<file path="src/rtl/ram_arbiter_if.sv">
// Bus bundle between the CPU-side requesters, the ram_arbiter and the single-port ram.
// The slave modport is the arbiter's view and the master modport is the environment's view.
interface ram_arbiter_if #(
  parameter int AW = 32,
  parameter int DW = 32
);
  logic          if_req;
  logic [AW-1:0] if_addr;
  logic          if_gnt;
  logic          if_rvalid;
  logic [DW-1:0] if_rdata;

  logic          d_req;
  logic          d_we;
  logic [AW-1:0] d_addr;
  logic [DW-1:0] d_wdata;
  logic          d_gnt;
  logic          d_rvalid;
  logic [DW-1:0] d_rdata;

  logic          busy;
  logic          read_ram;
  logic          write_ram;
  logic [AW-1:0] ram_addr;
  logic [DW-1:0] ram_write_data;
  logic [DW-1:0] ram_out;

  modport slave (
    input  if_req, if_addr, d_req, d_we, d_addr, d_wdata, ram_out,
    output if_gnt, if_rvalid, if_rdata, d_gnt, d_rvalid, d_rdata,
           busy, read_ram, write_ram, ram_addr, ram_write_data
  );

  modport master (
    output if_req, if_addr, d_req, d_we, d_addr, d_wdata, ram_out,
    input  if_gnt, if_rvalid, if_rdata, d_gnt, d_rvalid, d_rdata,
           busy, read_ram, write_ram, ram_addr, ram_write_data
  );
endinterface

</file>
<file path="src/rtl/ram_arbiter.sv">
// Shares a single-port ram (1-cycle registered read) between instruction fetch and data ports.
// Define RAM_ARB_RR_EN for round-robin tie breaking; otherwise data always beats fetch.
module ram_arbiter #(
  parameter int AW = 32,
  parameter int DW = 32
) (
  input logic          clk,
  input logic          reset,
  ram_arbiter_if.slave bus
);

  typedef enum logic [1:0] {IDLE, ACCESS, RESP} state_t;

  state_t state, state_next;

  logic grant_any, grant_data, grant_store;

  logic          cmd_data, cmd_data_next;
  logic          cmd_we, cmd_we_next;
  logic          if_gnt_reg, if_gnt_next;
  logic          d_gnt_reg, d_gnt_next;
  logic          if_rvalid_reg, if_rvalid_next;
  logic          d_rvalid_reg, d_rvalid_next;
  logic [DW-1:0] if_rdata_reg, if_rdata_next;
  logic [DW-1:0] d_rdata_reg, d_rdata_next;
  logic          busy_reg, busy_next;
  logic          read_ram_reg, read_ram_next;
  logic          write_ram_reg, write_ram_next;
  logic [AW-1:0] ram_addr_reg, ram_addr_next;
  logic [DW-1:0] ram_write_data_reg, ram_write_data_next;

`ifdef RAM_ARB_RR_EN
  // 1 = data port was granted last; resets to data so the first tie goes to fetch.
  logic last_data;

  always_ff @(posedge clk) begin
    if (reset) begin
      last_data <= 1'b1;
    end else if (state == IDLE && grant_any) begin
      last_data <= grant_data;
    end
  end
`endif

  always_comb begin
    grant_any   = bus.if_req | bus.d_req;
`ifdef RAM_ARB_RR_EN
    grant_data  = bus.d_req & (~bus.if_req | ~last_data);
`else
    grant_data  = bus.d_req;
`endif
    grant_store = grant_data & bus.d_we;
  end

  always_ff @(posedge clk) begin
    if (reset) begin
      state <= IDLE;
    end else begin
      state <= state_next;
    end
  end

  always_comb begin
    state_next = state;
    case (state)
      IDLE:    state_next = grant_any ? ACCESS : IDLE;
      ACCESS:  state_next = cmd_we ? IDLE : RESP;
      RESP:    state_next = IDLE;
      default: state_next = IDLE;
    endcase
  end

  // Computes the next value of every registered output; enables and pulses default low.
  always_comb begin
    cmd_data_next       = cmd_data;
    cmd_we_next         = cmd_we;
    if_gnt_next         = 1'b0;
    d_gnt_next          = 1'b0;
    if_rvalid_next      = 1'b0;
    d_rvalid_next       = 1'b0;
    if_rdata_next       = if_rdata_reg;
    d_rdata_next        = d_rdata_reg;
    read_ram_next       = 1'b0;
    write_ram_next      = 1'b0;
    ram_addr_next       = ram_addr_reg;
    ram_write_data_next = ram_write_data_reg;
    busy_next           = (state_next != IDLE);
    case (state)
      IDLE: begin
        if (grant_any) begin
          cmd_data_next       = grant_data;
          cmd_we_next         = grant_store;
          if_gnt_next         = ~grant_data;
          d_gnt_next          = grant_data;
          read_ram_next       = ~grant_store;
          write_ram_next      = grant_store;
          ram_addr_next       = grant_data ? bus.d_addr : bus.if_addr;
          ram_write_data_next = grant_store ? bus.d_wdata : '0;
        end
      end
      RESP: begin
        if (cmd_data) begin
          d_rdata_next  = bus.ram_out;
          d_rvalid_next = 1'b1;
        end else begin
          if_rdata_next  = bus.ram_out;
          if_rvalid_next = 1'b1;
        end
      end
      default: begin
      end
    endcase
  end

  always_ff @(posedge clk) begin
    if (reset) begin
      cmd_data           <= 1'b0;
      cmd_we             <= 1'b0;
      if_gnt_reg         <= 1'b0;
      d_gnt_reg          <= 1'b0;
      if_rvalid_reg      <= 1'b0;
      d_rvalid_reg       <= 1'b0;
      if_rdata_reg       <= '0;
      d_rdata_reg        <= '0;
      busy_reg           <= 1'b0;
      read_ram_reg       <= 1'b0;
      write_ram_reg      <= 1'b0;
      ram_addr_reg       <= '0;
      ram_write_data_reg <= '0;
    end else begin
      cmd_data           <= cmd_data_next;
      cmd_we             <= cmd_we_next;
      if_gnt_reg         <= if_gnt_next;
      d_gnt_reg          <= d_gnt_next;
      if_rvalid_reg      <= if_rvalid_next;
      d_rvalid_reg       <= d_rvalid_next;
      if_rdata_reg       <= if_rdata_next;
      d_rdata_reg        <= d_rdata_next;
      busy_reg           <= busy_next;
      read_ram_reg       <= read_ram_next;
      write_ram_reg      <= write_ram_next;
      ram_addr_reg       <= ram_addr_next;
      ram_write_data_reg <= ram_write_data_next;
    end
  end

  assign bus.if_gnt         = if_gnt_reg;
  assign bus.d_gnt          = d_gnt_reg;
  assign bus.if_rvalid      = if_rvalid_reg;
  assign bus.d_rvalid       = d_rvalid_reg;
  assign bus.if_rdata       = if_rdata_reg;
  assign bus.d_rdata        = d_rdata_reg;
  assign bus.busy           = busy_reg;
  assign bus.read_ram       = read_ram_reg;
  assign bus.write_ram      = write_ram_reg;
  assign bus.ram_addr       = ram_addr_reg;
  assign bus.ram_write_data = ram_write_data_reg;

endmodule

</file>
<file path="src/flat_wrapper.sv">
// flat-port wrapper written by rule: the top's interface ports become plain ports
module ram_arbiter_flat 
#(
  parameter int AW = 32,
  parameter int DW = 32
)
  (clk, reset, bus_if_req, bus_if_addr, bus_d_req, bus_d_we, bus_d_addr, bus_d_wdata, bus_ram_out, bus_if_gnt, bus_if_rvalid, bus_if_rdata, bus_d_gnt, bus_d_rvalid, bus_d_rdata, bus_busy, bus_read_ram, bus_write_ram, bus_ram_addr, bus_ram_write_data);
  ram_arbiter_if #(.AW(AW), .DW(DW)) bus_i ();
  input logic clk;
  input logic reset;
  input wire logic [$bits(bus_i.if_req)-1:0] bus_if_req;
  input wire logic [$bits(bus_i.if_addr)-1:0] bus_if_addr;
  input wire logic [$bits(bus_i.d_req)-1:0] bus_d_req;
  input wire logic [$bits(bus_i.d_we)-1:0] bus_d_we;
  input wire logic [$bits(bus_i.d_addr)-1:0] bus_d_addr;
  input wire logic [$bits(bus_i.d_wdata)-1:0] bus_d_wdata;
  input wire logic [$bits(bus_i.ram_out)-1:0] bus_ram_out;
  output wire logic [$bits(bus_i.if_gnt)-1:0] bus_if_gnt;
  output wire logic [$bits(bus_i.if_rvalid)-1:0] bus_if_rvalid;
  output wire logic [$bits(bus_i.if_rdata)-1:0] bus_if_rdata;
  output wire logic [$bits(bus_i.d_gnt)-1:0] bus_d_gnt;
  output wire logic [$bits(bus_i.d_rvalid)-1:0] bus_d_rvalid;
  output wire logic [$bits(bus_i.d_rdata)-1:0] bus_d_rdata;
  output wire logic [$bits(bus_i.busy)-1:0] bus_busy;
  output wire logic [$bits(bus_i.read_ram)-1:0] bus_read_ram;
  output wire logic [$bits(bus_i.write_ram)-1:0] bus_write_ram;
  output wire logic [$bits(bus_i.ram_addr)-1:0] bus_ram_addr;
  output wire logic [$bits(bus_i.ram_write_data)-1:0] bus_ram_write_data;
  assign bus_i.if_req = bus_if_req;
  assign bus_i.if_addr = bus_if_addr;
  assign bus_i.d_req = bus_d_req;
  assign bus_i.d_we = bus_d_we;
  assign bus_i.d_addr = bus_d_addr;
  assign bus_i.d_wdata = bus_d_wdata;
  assign bus_i.ram_out = bus_ram_out;
  assign bus_if_gnt = bus_i.if_gnt;
  assign bus_if_rvalid = bus_i.if_rvalid;
  assign bus_if_rdata = bus_i.if_rdata;
  assign bus_d_gnt = bus_i.d_gnt;
  assign bus_d_rvalid = bus_i.d_rvalid;
  assign bus_d_rdata = bus_i.d_rdata;
  assign bus_busy = bus_i.busy;
  assign bus_read_ram = bus_i.read_ram;
  assign bus_write_ram = bus_i.write_ram;
  assign bus_ram_addr = bus_i.ram_addr;
  assign bus_ram_write_data = bus_i.ram_write_data;
  ram_arbiter #(.AW(AW), .DW(DW)) u_core (.clk(clk), .reset(reset), .bus(bus_i));
endmodule
</file>
<file path="config.mk">
export PLATFORM = sky130hd
export DESIGN_NAME = ram_arbiter_flat
export DESIGN_NICKNAME = d
export VERILOG_FILES = /design/src/rtl/ram_arbiter_if.sv /design/src/rtl/ram_arbiter.sv /design/src/flat_wrapper.sv
export SDC_FILE = /design/constraint.sdc
export NUM_CORES = 1
export LEC_CHECK = 0
export ABC_AREA = 1
export CORE_MARGIN = 3
export CORE_UTILIZATION = 46
export CTS_CLUSTER_SIZE = 16
export DETAILED_ROUTE_END_ITERATION = 16
export PLACE_DENSITY = 0.86
export SKIP_CTS_REPAIR_TIMING = 1
export SYNTH_ARGS = -nofsm -noshare
export SYNTH_HDL_FRONTEND = slang
export SYNTH_SLANG_ARGS = --single-unit
export TNS_END_PERCENT = 50
</file>
<file path="constraint.sdc">
create_clock -name clk -period 3.01 [get_ports clk]
set_clock_uncertainty 0.05 [all_clocks]
set_input_delay 0.602 -clock clk [delete_from_list [all_inputs] [get_ports clk]]
set_output_delay 0.602 -clock clk [all_outputs]
set_load 0.02 [all_outputs]
</file>
==> results of run 1 <==
==> cell usage after synthesis, drive strengths merged <==
cell type  number  area [um2]
nand2         298        1120
nor2          177         672
dfxtp         139        2780
inv            82         313
a21oi          60         300
nand3          60         305
buf            47         275
nand4          32         200
clkbuf         21        78.8
o21ai           3        15.0
==> kinds of logic after synthesis <==
family                 Yosys count  share of synthesized area
AOI/OAI and AO/OA               63                     0.0520
buffers and inverters          150                      0.110
DFF                            139                      0.459
and+or+nand+nor                567                      0.379
==> metal layers <==
metal	wire length (um)	GRT usage	vias up	part of all wire
met5	0	0	-	0
met4	484	0.0907	0	0.026
met3	1480	0.0809	30	0.081
met2	9110	0.433	272	0.50
met1	7220	0.280	2852	0.39
li1	-	-	3288	-
==> cell type report <==
type | instances | area [um2]
Fill cell | 1028 | 3490
Timing Repair Buffer | 281 | 2800
Multi-Input combinational cell | 630 | 2620
Clock buffer | 20 | 457
Tap cell | 172 | 215
Inverter | 82 | 314
Sequential cell | 139 | 2780
Clock inverter | 12 | 91.3
==> path summary, 6_finish.rpt <==
kind,to,cells past startpoint
worst max-delay path,bus_ram_write_data[29],1
worst min-delay path,u_core.bus.d_rdata[27]$_SDFFE_PP0P_,2
worst max register to register,u_core.bus.if_rdata[5]$_SDFFE_PP0P_,4
worst min register to register,u_core.bus.d_rdata[27]$_SDFFE_PP0P_,2
==> cell usage in the layout (no fill, tap or decap) <==
| cell type | netlist | final |
|---|---|---|
| sky130_fd_sc_hd__nor2_1 | 176 | 176 |
| sky130_fd_sc_hd__clkbuf_8 | 0 | 2 |
| sky130_fd_sc_hd__nand4_1 | 32 | 32 |
| sky130_fd_sc_hd__nand3_2 | 1 | 2 |
| sky130_fd_sc_hd__nand3_1 | 59 | 58 |
| sky130_fd_sc_hd__dfxtp_1 | 139 | 139 |
| sky130_fd_sc_hd__buf_2 | 28 | 1 |
| sky130_fd_sc_hd__nand2_2 | 2 | 2 |
| sky130_fd_sc_hd__o21ai_0 | 3 | 3 |
| sky130_fd_sc_hd__buf_4 | 13 | 12 |
| sky130_fd_sc_hd__a21oi_1 | 60 | 60 |
| sky130_fd_sc_hd__inv_2 | 2 | 1 |
| sky130_fd_sc_hd__clkbuf_16 | 0 | 17 |
| sky130_fd_sc_hd__clkinvlp_4 | 0 | 8 |
| sky130_fd_sc_hd__clkbuf_1 | 21 | 1 |
| sky130_fd_sc_hd__nor2_4 | 1 | 1 |
| sky130_fd_sc_hd__clkdlybuf4s50_1 | 0 | 266 |
| sky130_fd_sc_hd__clkinv_2 | 0 | 2 |
| sky130_fd_sc_hd__nand2_1 | 296 | 296 |
| sky130_fd_sc_hd__inv_6 | 1 | 4 |
| sky130_fd_sc_hd__buf_12 | 0 | 2 |
| sky130_fd_sc_hd__inv_1 | 79 | 79 |
==> power groups by stage <==
stage	sequential (mW)	combinational (mW)	clock, mW
global route	2.06	1.25	2.02
detailed placement	2.09	1.14	0
finish	2.05	1.14	1.91
CTS	2.05	1.15	1.94
global placement	2.08	1.12	0
floorplan	2.23	0.462	0
==> through the flow <==
stage	power [mW]	hold slack (ns)	instance area (um2)	util	worst slack, ns
2_1_floorplan	2.70	0.403	6070	-	1.50
3_3_place_gp	3.20	0.398	8730	0.684	0.822
3_5_place_dp	3.22	0.402	8730	0.684	0.811
4_1_cts	5.13	0.411	9280	0.726	0.931
5_1_grt	5.33	0.424	9280	0.726	0.900
6_report	5.10	0.409	9280	0.726	0.947
==> impl_summary.log, run 1 <==
INFO  metric outcome = completed
INFO  metric root_buffer = sky130_fd_sc_hd__clkbuf_16
INFO  metric synth.net_count = about 1,100
INFO  metric wl_per_cell = roughly 14 um
INFO  metric fin_crit = between 2 and 2.5 ns
INFO  metric design.portCount = 268
INFO  metric power_frac_comb = 0.224
INFO  metric io_buffer_count = 267
INFO  metric hold_path.class = reg2reg
INFO  metric cts-root-to-sink-buffers = 2
INFO  metric netlist_instances = around 920
INFO  metric maxSlewViolCount = 0
INFO  metric grt_overflow = 0
INFO  metric clk_latency = 0.40 ns
INFO  metric cp_slowest_cell = sky130_fd_sc_hd__clkdlybuf4s50_1
INFO  metric cts_htree_levels = 4
INFO  metric worst_ep_required_time = around 2.4 ns
INFO  metric worst-setup-path-type = reg2out
INFO  metric tritoncts_clock_tree = built
INFO  metric finalWirelength = between 15 and 20 mm
INFO  metric post_synth_num_cell_types = 18
INFO  metric gp_congestion = a little over 0.8
INFO  metric worst_slew_margin_relative_to_its_limit = 0.613
INFO  metric max-cap-violations = 0
INFO  metric syn-mean-instance-area = ~6.6 um2
INFO  metric post-place-cells = 1,304
INFO  metric hpwlAfterDp = approximately 13 mm
INFO  metric worst-slew-pin-transition = between 0.5 and 0.6 ns
INFO  metric floorplan.die.height = ~120 um
INFO  metric grt_antenna_before_repair = 0
INFO  metric setup.reg_to_reg.worst_slack = ~1.2 ns
INFO  metric num-nets-final = roughly 1,300
INFO  metric drt_iter0_drc = between 400 and 500
INFO  metric layout.cells.non_filler = ~1,300
INFO  metric drtAntennaViolNets = 0
INFO  metric core_area = about 13,000 um2
INFO  metric critical-path-top-delay-family = buffers and inverters
INFO  metric grt_setup_unrepaired = false
INFO  metric ys_seq_area_frac = 0.459
INFO  metric fin_crit_sh = 0.685
INFO  metric critical_path.endpoint_type = output pin
INFO  metric critPathMaxStageDelay = ~0.66 ns
INFO  metric chipWidth = roughly 120 um
INFO  metric crit_arrival = ~1.4 ns
INFO  metric setup-tns-final = 0 ns
INFO  metric switch_pwr = between 1 and 1.5 mW
INFO  metric critical_path.n_buffers_inverters = 1
INFO  metric grt_pass1_vias = ~6,000
INFO  metric ir_drop = 0.366 mV
INFO  metric clock_sink_count = roughly 140
INFO  metric routed_via_density = 4.82
INFO  metric row_count = 41
INFO  metric floorplan.initialDensity = 0.475
INFO  metric fmax = approximately 0.48 GHz
INFO  metric cp_max_fo = 2
INFO  metric cells_traversed_along_the_worst_timing_path = clkdlybuf4s50_1
INFO  metric sw_frac_of_total = 0.294
INFO  metric power.internal = ~3.6 mW
INFO  metric worst_setup_hold_path_clk_slew = 0.06 ns
INFO  metric hold_path.startpoint = u_core.bus.d_rdata[27]$_SDFFE_PP0P_
INFO  metric clock_power_share = 0.374
INFO  metric antenna-diode-count = 0
INFO  metric timing.rr.start = u_core.state[1]$_SDFF_PP0_
INFO  metric cp-start-kind = flip-flop
INFO  metric setup_viol = 0
INFO  metric gr-usage-all-layers = 0.247
INFO  metric drc = 0
INFO  metric hold_viol_final = 0
INFO  metric routed_via_count = between 6,000 and 7,000
INFO  metric crit_path_start = u_core.bus.ram_write_data[29]$_SDFFE_PP0N_
INFO  metric synth.cell_area = approximately 6000 um2
INFO  metric share_seq_of_total_power = 0.401
INFO  metric drt_first_pass_iters = 5
INFO  metric global_route_wire_length_before_repair = 29.0 mm
INFO  metric total_leakage_power = 4.13 nW
INFO  metric share_of_cells_above_drive_strength_1 = 0.0464
INFO  metric pwr_density_cell = around 550 nW/um2
INFO  metric area_growth_syn_to_layout = 53.0%
INFO  metric grt_start_max_net_pins = between 60 and 70
INFO  metric cts_buffers = 17
INFO  metric flip_flop_and_latch_count_after_synthesis = approximately 140
INFO  metric floorplan.die_area = roughly 15,000 um2
INFO  metric yosys_warnings = 0
Power figures use the tool's default switching activity.
==> inputs of run 2 (changes only) <==
--- a/config.mk
+++ b/config.mk
@@ -7,10 +7,10 @@
 export LEC_CHECK = 0
 export ABC_AREA = 1
 export CORE_MARGIN = 3
-export CORE_UTILIZATION = 46
+export CORE_UTILIZATION = 38
 export CTS_CLUSTER_SIZE = 16
 export DETAILED_ROUTE_END_ITERATION = 16
-export PLACE_DENSITY = 0.86
+export PLACE_DENSITY = 0.76
 export SKIP_CTS_REPAIR_TIMING = 1
 export SYNTH_ARGS = -nofsm -noshare
 export SYNTH_HDL_FRONTEND = slang
==> constraint.sdc (replaced) <==
create_clock -name clk -period 1.7 [get_ports clk]
set_clock_uncertainty 0.05 [all_clocks]
set_input_delay 0.34 -clock clk [delete_from_list [all_inputs] [get_ports clk]]
set_output_delay 0.34 -clock clk [all_outputs]
set_load 0.02 [all_outputs]
==> run 2 against run 1 <==
Against the previous run:
- cell count rose by 3.9%
- global-route usage down 4.0 points
- setup slack got worse by 0.67 ns
- via count fell by 1.1%
- non-clock buffer count is 13 higher
- count of clock-buffer cells in the layout is 1 higher
- die area is 20% higher
- first-iteration DRC count fell by 29%
- sequential share of layout area decreased by 1.9 points
- critical path type unchanged
==> impl_summary.log, run 2 (synthesized netlist as in run 1, its figures left out) <==
INFO  metric outcome = completed
INFO  metric gr-usage-all-layers = 0.208
INFO  metric critical_path.n_buffers_inverters = 1
INFO  metric chipWidth = between 100 and 150 um
INFO  metric fmax = 0.705 GHz
INFO  metric wl_per_cell = roughly 14 um
INFO  metric n_fill_cell = approximately 1,400
INFO  metric gp_congestion = just over 0.8
INFO  metric worst_setup_hold_path_clk_slew = 0.06 ns
INFO  metric global_route_wire_length_before_repair = around 30 mm
INFO  metric cts_buffers = 17
INFO  metric commonest_non_fill_non_tap_cell_in_the_layout = sky130_fd_sc_hd__nand2_1
INFO  metric floorplan.die.height = approximately 130 um
INFO  metric drc = 0
INFO  metric worst_slew_margin_relative_to_its_limit = 0.733
INFO  metric grt_start_max_net_pins = between 60 and 70
INFO  metric core_area = around 15,000 um2
INFO  metric antenna-diode-count = 0
INFO  metric cts-root-to-sink-buffers = 2
INFO  metric crit_arrival = approximately 1.0 ns
INFO  metric cp-start-kind = flip-flop
INFO  metric tritoncts_clock_tree = built
INFO  metric floorplan.initialDensity = 0.393
INFO  metric clk_latency = 0.40 ns
INFO  metric io_buffer_count = 267
INFO  metric hpwlAfterDp = approximately 13 mm
INFO  metric finalWirelength = roughly 19 mm
INFO  metric num-nets-final = around 1,300
INFO  metric drt_first_pass_iters = 5
INFO  metric worst-setup-path-type = reg2out
INFO  metric design.portCount = between 200 and 300
INFO  metric critical-path-top-delay-family = flip-flops
INFO  metric fin_crit_sh = 0.834
INFO  metric finish.instance_area = 9920 um2
INFO  metric ir_drop = ~0.74 mV
INFO  metric routed_via_density = 4.59
INFO  metric maxSlewViolCount = 0
INFO  metric total_leakage_power = 6.53 nW
INFO  metric root_buffer = sky130_fd_sc_hd__clkbuf_16
INFO  metric grt_antenna_before_repair = 0
INFO  metric hold_path.class = in2reg
INFO  metric grt_overflow = 0
INFO  metric pwr_density_cell = 970 nW/um2
INFO  metric routed_via_count = around 6,400
INFO  metric drt_iter0_drc = approximately 350
INFO  metric worst-slew-pin-transition = 0.401 ns
INFO  metric setup_viol = 0
INFO  metric cp_max_fo = 2
INFO  metric row_count = 45
INFO  metric drtAntennaViolNets = 0
INFO  metric floorplan.die_area = 17,500 um2
INFO  metric fin_crit = between 1 and 1.5 ns
INFO  metric hold_viol_final = 0
INFO  metric critPathMaxStageDelay = about 0.37 ns
INFO  metric grt_setup_unrepaired = false
INFO  metric cp_slowest_cell = sky130_fd_sc_hd__dfxtp_1
INFO  metric area_growth_syn_to_layout = 63.6%
INFO  metric placed_cell_area = 8940 um2
INFO  metric cells_traversed_along_the_worst_timing_path = dlymetal6s2s_1
INFO  metric layout_common_cells = sky130_fd_sc_hd__nand2_1, sky130_fd_sc_hd__nor2_1, sky130_fd_sc_hd__dfxtp_1, sky130_fd_sc_hd__dlymetal6s2s_1, sky130_fd_sc_hd__clkdlybuf4s50_1
INFO  metric setup-tns-final = 0 ns
INFO  metric cts_htree_levels = 4
INFO  metric worst_ep_required_time = about 1.3 ns
INFO  metric setup.reg_to_reg.worst_slack = between 0.3 and 0.4 ns
INFO  metric clock_sink_count = about 140
INFO  metric critical_path.endpoint_type = output pin
INFO  metric grt_pass1_vias = ~5,900
INFO  metric share_of_cells_above_drive_strength_1 = 0.0578
INFO  metric max-cap-violations = 0
[run 2: cell types whose count changed in the layout (fill, tap and decap cells not counted)]
cell                              previous run  this run
sky130_fd_sc_hd__clkdlybuf4s50_1           266       131
sky130_fd_sc_hd__inv_6                       4         2
sky130_fd_sc_hd__clkbuf_1                    1         0
sky130_fd_sc_hd__clkbuf_8                    2         4
sky130_fd_sc_hd__clkinvlp_4                  8         2
sky130_fd_sc_hd__bufinv_16                   0         4
sky130_fd_sc_hd__buf_12                      2         7
sky130_fd_sc_hd__clkinv_2                    2         5
sky130_fd_sc_hd__dlymetal6s2s_1              0       135
sky130_fd_sc_hd__buf_4                      12        20
[run 2: where the power goes]
group | internal (mW) | switching (mW)
Combinational | 0.930 | 1.10
Clock | 2.61 | 1.38
Sequential | 3.50 | 0.109
Total | 7.03 | 2.59
[run 2: per-layer routing]
layer / track usage / vias to the layer above / share of wire
li1: - / 3311 / -
met1: 0.246 / 2758 / 0.40
met2: 0.346 / 273 / 0.49
met3: 0.0863 / 27 / 0.093
met4: 0.0600 / 0 / 0.016
met5: 0 / - / 0
[run 2: final timing paths]
path	from	end	cells past startpoint
hold reg to reg	u_core.bus.d_rdata[28]$_SDFFE_PP0P_	u_core.bus.d_rdata[28]$_SDFFE_PP0P_	2
setup reg to reg	u_core.state[1]$_SDFF_PP0_	u_core.bus.if_rdata[20]$_SDFFE_PP0P_	5
hold / removal	bus_d_req	u_core.bus.d_gnt$_SDFF_PP0_	3
setup / recovery	u_core.bus.d_rdata[0]$_SDFFE_PP0P_	bus_d_rdata[0]	1
[run 2: metrics by stage]
stage                     hold slack [ns]  instances  total power [mW]  worst slack [ns]  utilization
after floorplan                     0.403        919              4.77             0.450            -
after CTS                           0.173       1388              9.78            -0.139        0.621
after global placement              0.397       1356              5.74            0.0622        0.579
after detailed placement            0.400       1356              5.76            0.0279        0.579
final                               0.194       1388              9.63             0.282        0.643
after global routing                0.179       1388              10.1             0.229        0.643
[run 2: worst reg2reg max path, stage by stage, from the launching register on]
cell and delay (ns):
sky130_fd_sc_hd__dfxtp_1 0.36, sky130_fd_sc_hd__buf_4 0.23, sky130_fd_sc_hd__nand3_2 0.13, sky130_fd_sc_hd__buf_4 0.26, sky130_fd_sc_hd__nor2_1 0.16, sky130_fd_sc_hd__nor2_1 0.06
[run 2: cell type report]
cell class / count / area, um2 / share of cell area
timing repair buffer: 294 / 3300 / 0.332
tap: 211 / 264 / 0.0266
multi-input combinational: 630 / 2620 / 0.264
clock buffer: 21 / 480 / 0.0484
sequential: 139 / 2780 / 0.280
clock inverter: 11 / 164 / 0.0165
inverter: 82 / 314 / 0.0317
==> inputs of run 3 (changes only) <==
==> constraint.sdc (replaced) <==
create_clock -name clk -period 1.3 [get_ports clk]
set_clock_uncertainty 0.05 [all_clocks]
set_input_delay 0.26 -clock clk [delete_from_list [all_inputs] [get_ports clk]]
set_output_delay 0.26 -clock clk [all_outputs]
set_load 0.02 [all_outputs]
==> run 3 against run 2 <==
Against the previous run:
- the run now ends with setup timing left
- count of clock-buffer cells in the layout up 1
- critical path depth stayed put
- sequential power rose by 31%
- global-route usage is 0.090 points higher
- sequential share of layout area rose by 2.8 points
- die area unchanged
- wire length decreased by 0.91%
- cell area fell by 9.1%
- critical endpoint is now bus_d_rdata[31]
==> impl_summary.log, run 3 (synthesized netlist as in run 1, its figures left out) <==
INFO  metric outcome = finished with violations
INFO  metric clk_latency = just over 0.4 ns
INFO  metric pwr_density_cell = ~1400 nW/um2
INFO  metric cp_max_fo = 2
INFO  metric grt_setup_unrepaired = true
INFO  metric worst_ep_required_time = between 0.9 and 1 ns
INFO  metric commonest_non_fill_non_tap_cell_in_the_layout = sky130_fd_sc_hd__nand2_1
INFO  metric drt_first_pass_iters = 5
INFO  metric hold_viol_final = 0
INFO  metric share_of_cells_above_drive_strength_1 = 0.183
INFO  metric cts_buffers = 17
INFO  metric violations = setup timing
INFO  metric gr-usage-all-layers = 0.209
INFO  metric hold_path.class = in2reg
INFO  metric clock_sink_count = roughly 140
INFO  metric critical-path-top-delay-family = flip-flops
INFO  metric drc = 0
INFO  metric critical_path.endpoint_type = output pin
INFO  metric floorplan.die.height = around 130 um
INFO  metric io_buffer_count = roughly 270
INFO  metric worstReg2RegEnd = u_core.bus.ram_addr[30]$_SDFFE_PP0N_
INFO  metric n_fill_cell = about 1,600
INFO  metric design.portCount = 268
INFO  metric worst_slew_margin_relative_to_its_limit = 0.742
INFO  metric grt_antenna_before_repair = 0
INFO  metric routed_via_count = ~6,400
INFO  metric area_growth_syn_to_layout = 48.7%
INFO  metric setup.reg_to_reg.worst_slack = approximately 0.08 ns
INFO  metric fin_crit = between 1 and 1.5 ns
INFO  metric num-nets-final = ~1,300
INFO  metric cts-root-to-sink-buffers = 2
INFO  metric antenna-diode-count = 0
INFO  metric min_delay_path_depth = 3
INFO  metric fin_crit_sh = 1.00
INFO  metric root_buffer = sky130_fd_sc_hd__clkbuf_16
INFO  metric drt_iter0_drc = around 340
INFO  metric pre_cts_slack = -0.247 ns
INFO  metric gp_congestion = 0.797
INFO  metric floorplan.die_area = ~18,000 um2
INFO  metric worst-slew-pin-transition = just under 0.4 ns
INFO  metric grt_overflow = 0
INFO  metric critical_path.n_buffers_inverters = 1
INFO  metric wl_per_cell = between 10 and 15 um
INFO  metric global_route_wire_length_before_repair = approximately 30 mm
INFO  metric row_count = 45
INFO  metric r2r.worst_path.cells = 5
INFO  metric tritoncts_clock_tree = built
INFO  metric cts_htree_levels = 4
INFO  metric placed_cell_area = ~9000 um2
INFO  metric max-cap-violations = 0
INFO  metric whs_endpoint = u_core.bus.d_gnt$_SDFF_PP0_
INFO  metric cp-start-kind = flip-flop
INFO  metric final_core_utilization = 0.585
INFO  metric cells_traversed_along_the_worst_timing_path = clkbuf_2
INFO  metric hpwlAfterDp = 13.5 mm
INFO  metric floorplan.initialDensity = 0.393
INFO  metric setup_viol = 1
INFO  metric critPathMaxStageDelay = ~0.38 ns
INFO  metric layout_common_cells = sky130_fd_sc_hd__nand2_1, sky130_fd_sc_hd__nor2_1, sky130_fd_sc_hd__dfxtp_1, sky130_fd_sc_hd__clkdlybuf4s50_1, sky130_fd_sc_hd__clkbuf_2
INFO  metric hold_path.startpoint = bus_d_req
INFO  metric grt_start_max_net_pins = 42
INFO  metric post-route-worst-setup-slack = -0.000904 ns
INFO  metric routed_via_density = 4.58
INFO  metric drtAntennaViolNets = 0
INFO  metric maxSlewViolCount = 0
INFO  metric grt_pass1_vias = 5,925
INFO  metric cp_slowest_cell = sky130_fd_sc_hd__dfxtp_1
INFO  metric total_leakage_power = approximately 4.5 nW
INFO  metric crit_path_start = u_core.bus.d_rdata[31]$_SDFFE_PP0P_
INFO  metric core_area = around 15,000 um2
INFO  metric timing.rr.start = u_core.state[0]$_SDFF_PP0_
INFO  metric worst-setup-path-type = reg2out
INFO  metric fmax = roughly 0.77 GHz
INFO  metric crit_arrival = just under 1 ns
INFO  metric worst_setup_hold_path_clk_slew = about 0.050 ns
INFO  metric finish.instance_area = approximately 9000 um2
INFO  metric chipWidth = between 100 and 150 um
INFO  metric ir_drop = slightly below 0.9 mV
INFO  metric finalWirelength = about 19 mm
[run 3: cell type report]
class / instances / area (um2) / share of cell area
Timing Repair Buffer: 306 / 2400 / 0.266
Clock buffer: 22 / 494 / 0.0548
Inverter: 82 / 314 / 0.0348
Multi-Input combinational cell: 630 / 2630 / 0.291
Clock inverter: 10 / 136 / 0.0151
Sequential cell: 139 / 2790 / 0.309
Tap cell: 211 / 264 / 0.0293
[run 3: worst max-delay path by stage]
stage / slack [ns] / endpoint / cells past startpoint
detailed placement: -0.25 / u_core.bus.ram_addr[30]$_SDFFE_PP0N_ / 8
finish: -0.0009 / bus_d_rdata[31] / 1
CTS: -0.46 / bus_d_rdata[0] / 1
global route: -0.04 / u_core.bus.ram_write_data[27]$_SDFFE_PP0N_ / 5
floorplan: 0.10 / u_core.bus.ram_write_data[30]$_SDFFE_PP0N_ / 7
global placement: -0.21 / u_core.bus.ram_addr[1]$_SDFFE_PP0N_ / 7
[run 3: worst reg2reg max path, cell delays in order, from the launching register on]
cell	delay (ns)
sky130_fd_sc_hd__dfxtp_2	0.34
sky130_fd_sc_hd__nor2_4	0.24
sky130_fd_sc_hd__nand2_4	0.12
sky130_fd_sc_hd__buf_12	0.19
sky130_fd_sc_hd__nor2_1	0.13
sky130_fd_sc_hd__nor2_1	0.06
[run 3: per-stage QoR]
step / std cells / setup TNS [ns] / hold WS, ns / power [mW]
after floorplan: 919 / 0 / 0.345 / 6.24
after global placement: 1368 / -20.48 / 0.397 / 7.54
after detailed placement: 1368 / -24.05 / 0.400 / 7.57
after CTS: 1400 / -53.42 / 0.107 / 12.7
after global routing: 1400 / -0.299 / 0.119 / 12.9
final: 1400 / -0.000904 / 0.128 / 12.3
[run 3: layer usage]
layer / up-vias / track usage / routed length, um
met5: - / 0 / 0
met4: 0 / 0.0710 / 341
met3: 24 / 0.0725 / 1550
met2: 245 / 0.349 / 8870
met1: 2805 / 0.250 / 7990
li1: 3340 / - / -
[run 3: where the power goes]
| part | internal (mW) | switching [mW] | total (mW) |
|---|---|---|---|
| logic | 1.03 | 1.45 | 2.49 |
| clock network | 3.27 | 1.80 | 5.07 |
| registers | 4.57 | 0.160 | 4.73 |
